File: config.mk
export PLATFORM = sky130hd
export DESIGN_NAME = nlm_cu_sched
export DESIGN_NICKNAME = d
export VERILOG_FILES = /design/src/rtl/nlm_cu_sched.sv
export SDC_FILE = /design/constraint.sdc
export NUM_CORES = 1
export LEC_CHECK = 0
export CORE_ASPECT_RATIO = 1.75
export CORE_MARGIN = 2
export CORE_UTILIZATION = 49
export CTS_BUF_LIST = sky130_fd_sc_hd__clkbuf_8
export CTS_CLUSTER_SIZE = 16
export DETAILED_ROUTE_END_ITERATION = 10
export PLACE_DENSITY = 0.79
export RECOVER_POWER = 100
export SKIP_LAST_GASP = 1
export SYNTH_ARGS = -nofsm -noshare
export SYNTH_HDL_FRONTEND = slang
export SYNTH_SLANG_ARGS = --single-unit
File: constraint.sdc
create_clock -name clk -period 3.1 [get_ports clk]
set_clock_uncertainty 0.2 [all_clocks]
set_input_delay 0.62 -clock clk [delete_from_list [all_inputs] [get_ports clk]]
set_output_delay 0.62 -clock clk [all_outputs]
set_load 0.05 [all_outputs]
File: src/rtl/nlm_cu_sched.sv
// nlm_cu_sched
// Frame-synchronous scheduler for the NLM compute unit (CU). It watches the
// packed sensor parameter registers and launches one CU task at a frame start
// when the parameters have changed, or when an update has been forced. The
// task end is awaited under a timeout, and the six results are staged. The
// staged set is committed to frame-stable outputs at the following frame
// start, so downstream NLM logic never sees a mid-frame update.
//
// Ports
//   clk          clock
//   rst          synchronous active-high reset
//   i_frm_start  one-cycle frame-start pulse
//   i_force_upd  one-cycle request to recompute with unchanged parameters
//   i_parm_bus   packed live sensor parameters (PARM_SZ bits)
//   i_cu_tsk_end CU end-of-task pulse
//   i_cu_op      six CU results, op0 in the lowest ALU_SZ bits
//   o_cu_tsk_trg one-cycle task trigger to the CU
//   o_op         committed, frame-stable results
//   o_op_vld     high once any result set has been committed
//   o_upd_pls    one-cycle pulse in the cycle o_op changes
//   o_busy       high while a task is being triggered or awaited
//   o_tmo_err    sticky timeout flag, cleared by the next successful task
module nlm_cu_sched #(
  parameter int ALU_SZ  = 16,
  parameter int PARM_SZ = 64,
  parameter int TMO_CYC = 64,
  parameter int TMO_WID = $clog2(TMO_CYC)
) (
  input  logic                clk,
  input  logic                rst,
  input  logic                i_frm_start,
  input  logic                i_force_upd,
  input  logic [PARM_SZ-1:0]  i_parm_bus,
  input  logic                i_cu_tsk_end,
  input  logic [6*ALU_SZ-1:0] i_cu_op,
  output logic                o_cu_tsk_trg,
  output logic [6*ALU_SZ-1:0] o_op,
  output logic                o_op_vld,
  output logic                o_upd_pls,
  output logic                o_busy,
  output logic                o_tmo_err
);

  typedef enum logic [1:0] {IDLE, TRIG, WAIT} state_t;

  localparam logic [TMO_WID-1:0] TMO_LAST = TMO_WID'(TMO_CYC - 1);

  state_t              state;
  state_t              state_n;
  logic [PARM_SZ-1:0]  snap;
  logic                force_flg;
  logic                stg_vld;
  logic [6*ALU_SZ-1:0] staging;
  logic [TMO_WID-1:0]  counter;

  logic pending;
  logic commit;
  logic launch;
  logic tsk_done;
  logic tmo_hit;

  // A task is owed whenever the live parameters differ from the set the last
  // task was launched with, or a recompute has been requested.
  assign pending = (i_parm_bus != snap) || force_flg;

  // Commit only looks at the staging flag, not at the FSM, so a commit and a
  // new launch can share the same frame start.
  assign commit = i_frm_start && stg_vld;

  // Next-state logic and the single-cycle event strobes used by the datapath.
  always_comb begin
    state_n  = state;
    launch   = 1'b0;
    tsk_done = 1'b0;
    tmo_hit  = 1'b0;
    case (state)
      IDLE: begin
        if (i_frm_start && pending) begin
          launch  = 1'b1;
          state_n = TRIG;
        end
      end
      TRIG: begin
        state_n = WAIT;
      end
      WAIT: begin
        if (i_cu_tsk_end) begin
          tsk_done = 1'b1;
          state_n  = IDLE;
        end else if (counter == TMO_LAST) begin
          tmo_hit = 1'b1;
          state_n = IDLE;
        end
      end
      default: begin
        state_n = IDLE;
      end
    endcase
  end

  // State register.
  always_ff @(posedge clk) begin
    if (rst) begin
      state <= IDLE;
    end else begin
      state <= state_n;
    end
  end

  // Registered outputs, parameter snapshot, staging buffer and timeout
  // counter. Later assignments deliberately override earlier ones: a task end
  // coinciding with a commit leaves the fresh set staged, and a force request
  // coinciding with a launch keeps the force flag set.
  always_ff @(posedge clk) begin
    if (rst) begin
      o_cu_tsk_trg <= 1'b0;
      o_op         <= '0;
      o_op_vld     <= 1'b0;
      o_upd_pls    <= 1'b0;
      o_busy       <= 1'b0;
      o_tmo_err    <= 1'b0;
      snap         <= '0;
      force_flg    <= 1'b1;
      stg_vld      <= 1'b0;
      staging      <= '0;
      counter      <= '0;
    end else begin
      o_cu_tsk_trg <= launch;
      o_busy       <= (state_n != IDLE);
      o_upd_pls    <= commit;

      if (launch) begin
        snap <= i_parm_bus;
      end

      if (state == TRIG) begin
        counter <= '0;
      end else if (state == WAIT && !tsk_done && !tmo_hit) begin
        counter <= counter + 1'b1;
      end

      if (commit) begin
        o_op     <= staging;
        o_op_vld <= 1'b1;
        stg_vld  <= 1'b0;
      end

      if (tsk_done) begin
        staging   <= i_cu_op;
        stg_vld   <= 1'b1;
        o_tmo_err <= 1'b0;
      end

      // A timed-out task leaves the snapshot as launched, so the force flag
      // is what makes the next frame start retry.
      if (tmo_hit) begin
        o_tmo_err <= 1'b1;
      end

      if (launch) begin
        force_flg <= 1'b0;
      end
      if (tmo_hit || i_force_upd) begin
        force_flg <= 1'b1;
      end
    end
  end

endmodule

# [Word level (Yosys, flattened, before mapping)]
# Cells that the tools add are included.
[totals] reg_bits=271
[classes] addsub=1 eq_ne=4 muxes=15 n_reduce_logical=14
[op_table] op="$ne A64 B64 Y1" n=1
[op_table] op="$mux W1" n=11
[op_table] op="$add A6 B1 Y6 const B" n=1
[op_table] op="$eq A6 B6 Y1 const B" n=1
[op_table] op="$mux W2" n=3
[op_table] op="$pmux W2 S3" n=1
[op_table] op="$reduce_bool A2 Y1" n=3
[op_table] op="$logic_and A1 B1 Y1" n=4
[op_table] op="$reduce_or A2 Y1" n=2
[op_table] op="$eq A2 B1 Y1 const B" n=1
[op_table] op="$eq A2 B2 Y1 const B" n=1
[op_table] op="$logic_not A1 Y1" n=2
[op_table] op="$logic_not A2 Y1" n=1
[op_table] op="$logic_or A1 B1 Y1" n=2

# [Logic depth before layout (Yosys ltp)]
[depth] ltp_word=6 ltp_mapped=8 depth_no_buf=6

# [Least setup slack after synthesis]
# OpenSTA, ideal clock, no wires.
[synth_path] path_type="input to register" start="in i_parm_bus[4]" end="reg snap[10]" arrival_time_ns=2.118 path_slack_ns=0.660 stages=8 path_buffers=2 cell_sequence="and2b_1 a2111oi_0 nand4_1 or3_1 buf_6 buf_6 a32oi_1 nand3_1"
[synth_via] elab_chain_cells=5
[synth_lines] item="start, declared" line_no="33" rtl="input logic [PARM_SZ-1:0] i_parm_bus,"
[synth_lines] item="$ne A64 B64 Y1" line_no="64" rtl="assign pending = (i_parm_bus != snap) || force_flg;"
[synth_lines] item="$logic_or A1 B1 Y1" line_no="64"
[synth_lines] item="$logic_and A1 B1 Y1" line_no="78" rtl="if (i_frm_start && pending) begin"
[synth_lines] item="$mux W1" line_no="78"
[synth_lines] item="$mux W1" line_no="76" rtl="case (state)"
[synth_lines] item="end signal, assigned" line_no="133" rtl="snap <= i_parm_bus;"
[synth_lines] item="end, declared" line_no="50" rtl="logic [PARM_SZ-1:0] snap;"
# Every way passes these cells.
# A chain may end at the register's enable or synchronous reset.

# [Worst setup path after layout]
[layout_path] start="in i_parm_bus[9]" end="reg snap[0]"
# Same word-level chain as after synthesis.

==> metrics.cfg <==
[worst_setup_path]
rr_endpoint = snap[0]
worstPathMaxFanout = 22
reg2reg_slack_ns = 0.29
required_ns = 3.31
r2r-start = snap[53]
critPathArrivalTime_ns = 3.21
rr_worst_depth = 7
slowest_delay_ns = 0.69
startpoint_type = primary input
worstSetupPathType = primary input to flop
crit_chain = clkdlybuf4s50_1, inv_1, a2111oi_0, nand4_1, or3_2, clkbuf_4, a32oi_1, nand3_1
crit_path_top_delay_cell = a2111oi_0
cp-end-kind = flop

[yosys]
ys.flop_type = dfxtp_1
synth_largest_area_cell = dfxtp_1
yosys-mux-area-fraction = 0
syn_inst = 1454
yosysMostFrequentCell = nand2_1
ys_top_cells_by_count = 391 x nand2_1, 271 x dfxtp_1, 197 x a21oi_1
syn_avg_cell_area_um2 = 7.98
synth_area_um2 = 11600
synth-xor-area-share = 0.0370
synthSimpleGateAreaFrac = 0.298
synth_fp_nets = 1620
synth-seq-cells = 271
yosys-top-cells-area = dfxtp_1 47%, nand2_1 13%, a21oi_1 8.5%, a32oi_1 4.8%, nor3b_1 4.0%
synth_edf_count = 0
synth_top_area_frac = 0.468
ys_warn_count = 0
synth_seq_area_share = 0.468
synth_top_family_by_area = simple AND/OR/NAND/NOR gates
async_flop_share = 0
synthAdderAreaFrac = 0.00108
yosysUniqueCellTypes = 38
synth-compound-area-share = 0.144

[clock_network]
h-tree-depth = 2
cts_resized = 0
clk_pin_slew_worst_paths_ns = 0.06
cts_buffers = 40
cts_setup_buffers = 0
cts_root_buf = clkbuf_8
cts_tree = done
clock_path_buffers = 3
postCtsHoldBufs = 0
clkLatencyLatePin_ns = 0.55
cts.sinks = 271

[detailed_routing]
num_vias = 11300
drt_iter0_markers = 750
route.met3.wl_um = 2080
wl_per_cell_um = 17.1
wl_met1_um = 12500
routed.top_layer = met4
drc = 0
drtPass1Iterations = 5
dr_wl_met2_um = 17800
vias_per_cell = 5.61
ant_nets = 0
routed_wl_um = 34400

[timing]
setup_viol = 0
rsz0062_at_grt = false
holdWs_ns = 0.248
worst_pin_slew_ns = 1.53
period_minus_slack_ns = 3.00
slew_viol_final = 135
timing.fmax_mhz = 333
layout_setup_ws_ns = 0.101
slew_headroom = -0.0167
hold_viol_final = 0
finalCritPeriodShare = 0.968

[power]
vdd_ir_drop_max_mv = 0.330
p_leak_uw = 0.00567
power.density_nw_per_um2 = 471
power_uw = 7200

[floorplan]
dieArea_um2 = 25000
pin_count = 266
core_um2 = 23300
num_rows = 74
initial_core_util = 0.497
die_y_um = 208
die_w_um = 120

[worst_hold_path]
holdCritStartpoint = o_op[32]
min_to = o_op[32]
hold_class = flop to flop
hold_depth = 2

[global_route]
grt_max_degree = 135
grt_pass1_vias = 10800
antenna_found_initial = 1
track_usage = 0.267
grt_pass1_wl_um = 54200
grt-ovfl-total = 0

[flow_run]
cap_viol_max_count = 1

[layout]
stdcell_count = 2012
syn_to_final_growth_pct = 31.7
drive_gt1_frac = 0.0580
fin_nets = 1851
utilization = 0.655

[placed_design]
port_buffers = 265
gp_congestion = 0.912
post-place-ws_ns = -0.341
dp_hpwl_um = 23400
dp_cells = 1947

[status]
violations = capacitance limit, slew limit
status = finished with violations

[final cells by class]
class / count / area (µm²)
Clock buffer: 47 / 647
Inverter: 13 / 50.0
Tap cell: 304 / 380
Timing Repair Buffer: 318 / 3100
Fill cell: 2000 / 8060
Multi-Input combinational cell: 1041 / 5600
Antenna cell: 1 / 2.50
Clock inverter: 17 / 72.6
Sequential cell: 271 / 5430
[state kept, by name (all words and copies together), names as in the netlist]
register      count
o_upd_pls         1
o_cu_tsk_trg      1
o_busy            1
force_flg         1
snap             64
o_op             96
counter           6
stg_vld           1
staging          96
o_tmo_err         1
state             2
o_op_vld          1
[report_power, final]
part,switching [µW],leakage [µW],internal [µW]
Combinational,408,0.00305,395
Clock,1310,0.000423,1360
Sequential,109,0.00220,3610
[how the worst max path moves through the flow]
stage / from / endpoint / slack (ns)
global route: i_parm_bus[42] / snap[62] / 0.04
CTS: i_parm_bus[9] / snap[61] / 0.23
floorplan: i_parm_bus[4] / snap[10] / 0.66
global placement: i_parm_bus[9] / snap[19] / -0.31
detailed placement: i_parm_bus[42] / snap[61] / -0.34
finish: i_parm_bus[9] / snap[0] / 0.10
[cell usage in the layout, fill, tap and decap left out, types with 2 or more instances in the layout]
master           instances
and2b_1                  3
nand2b_1                70
nor2b_1                 14
a2111oi_0                5
a21oi_1                197
nor3_1                   5
and2_0                   2
and2_1                   2
nor3b_1                 62
nor2_1                   9
dlygate4sd3_1          103
o22ai_1                  2
clkbuf_8                48
xor2_1                  48
buf_4                   32
clkbuf_4                 4
clkdlybuf4s50_1        161
clkbuf_1                 9
nand2_1                389
nor3_2                   2
a32oi_1                 64
nand4_1                 71
a221oi_1                 2
buf_12                   6
nand3_1                 66
and3_1                   3
nor4_1                  10
dfxtp_1                271
inv_1                   27
[critical path: cells and delay by family]
kind	cells	cell delay (ns)
and+or+nand+nor	3	0.85
buffers and inverters	3	0.85
AOI/OAI and AO/OA	2	0.89
[cell families after synthesis]
group / Yosys count
AND/OR/NAND/NOR: 714
buffers and inverters: 142
XOR/XNOR: 49
flip-flops: 271
AO/OA/AOI/OAI: 277
adder cells (fa/ha/maj): 1
[stage by stage]
step	area (µm²)	setup TNS, ns
2_1_floorplan	11600	0
3_3_place_gp	14700	-19.43
3_5_place_dp	14700	-20.43
4_1_cts	15400	0
5_1_grt	15300	0
6_report	15300	0
[per-layer routing]
layer,GRT usage,up-vias
met2,0.478,438
met3,0.0434,102
met4,0.146,0
li1,-,5472
met1,0.298,5277
met5,0,-
Note: power is estimated with default switching activity, not from simulation.
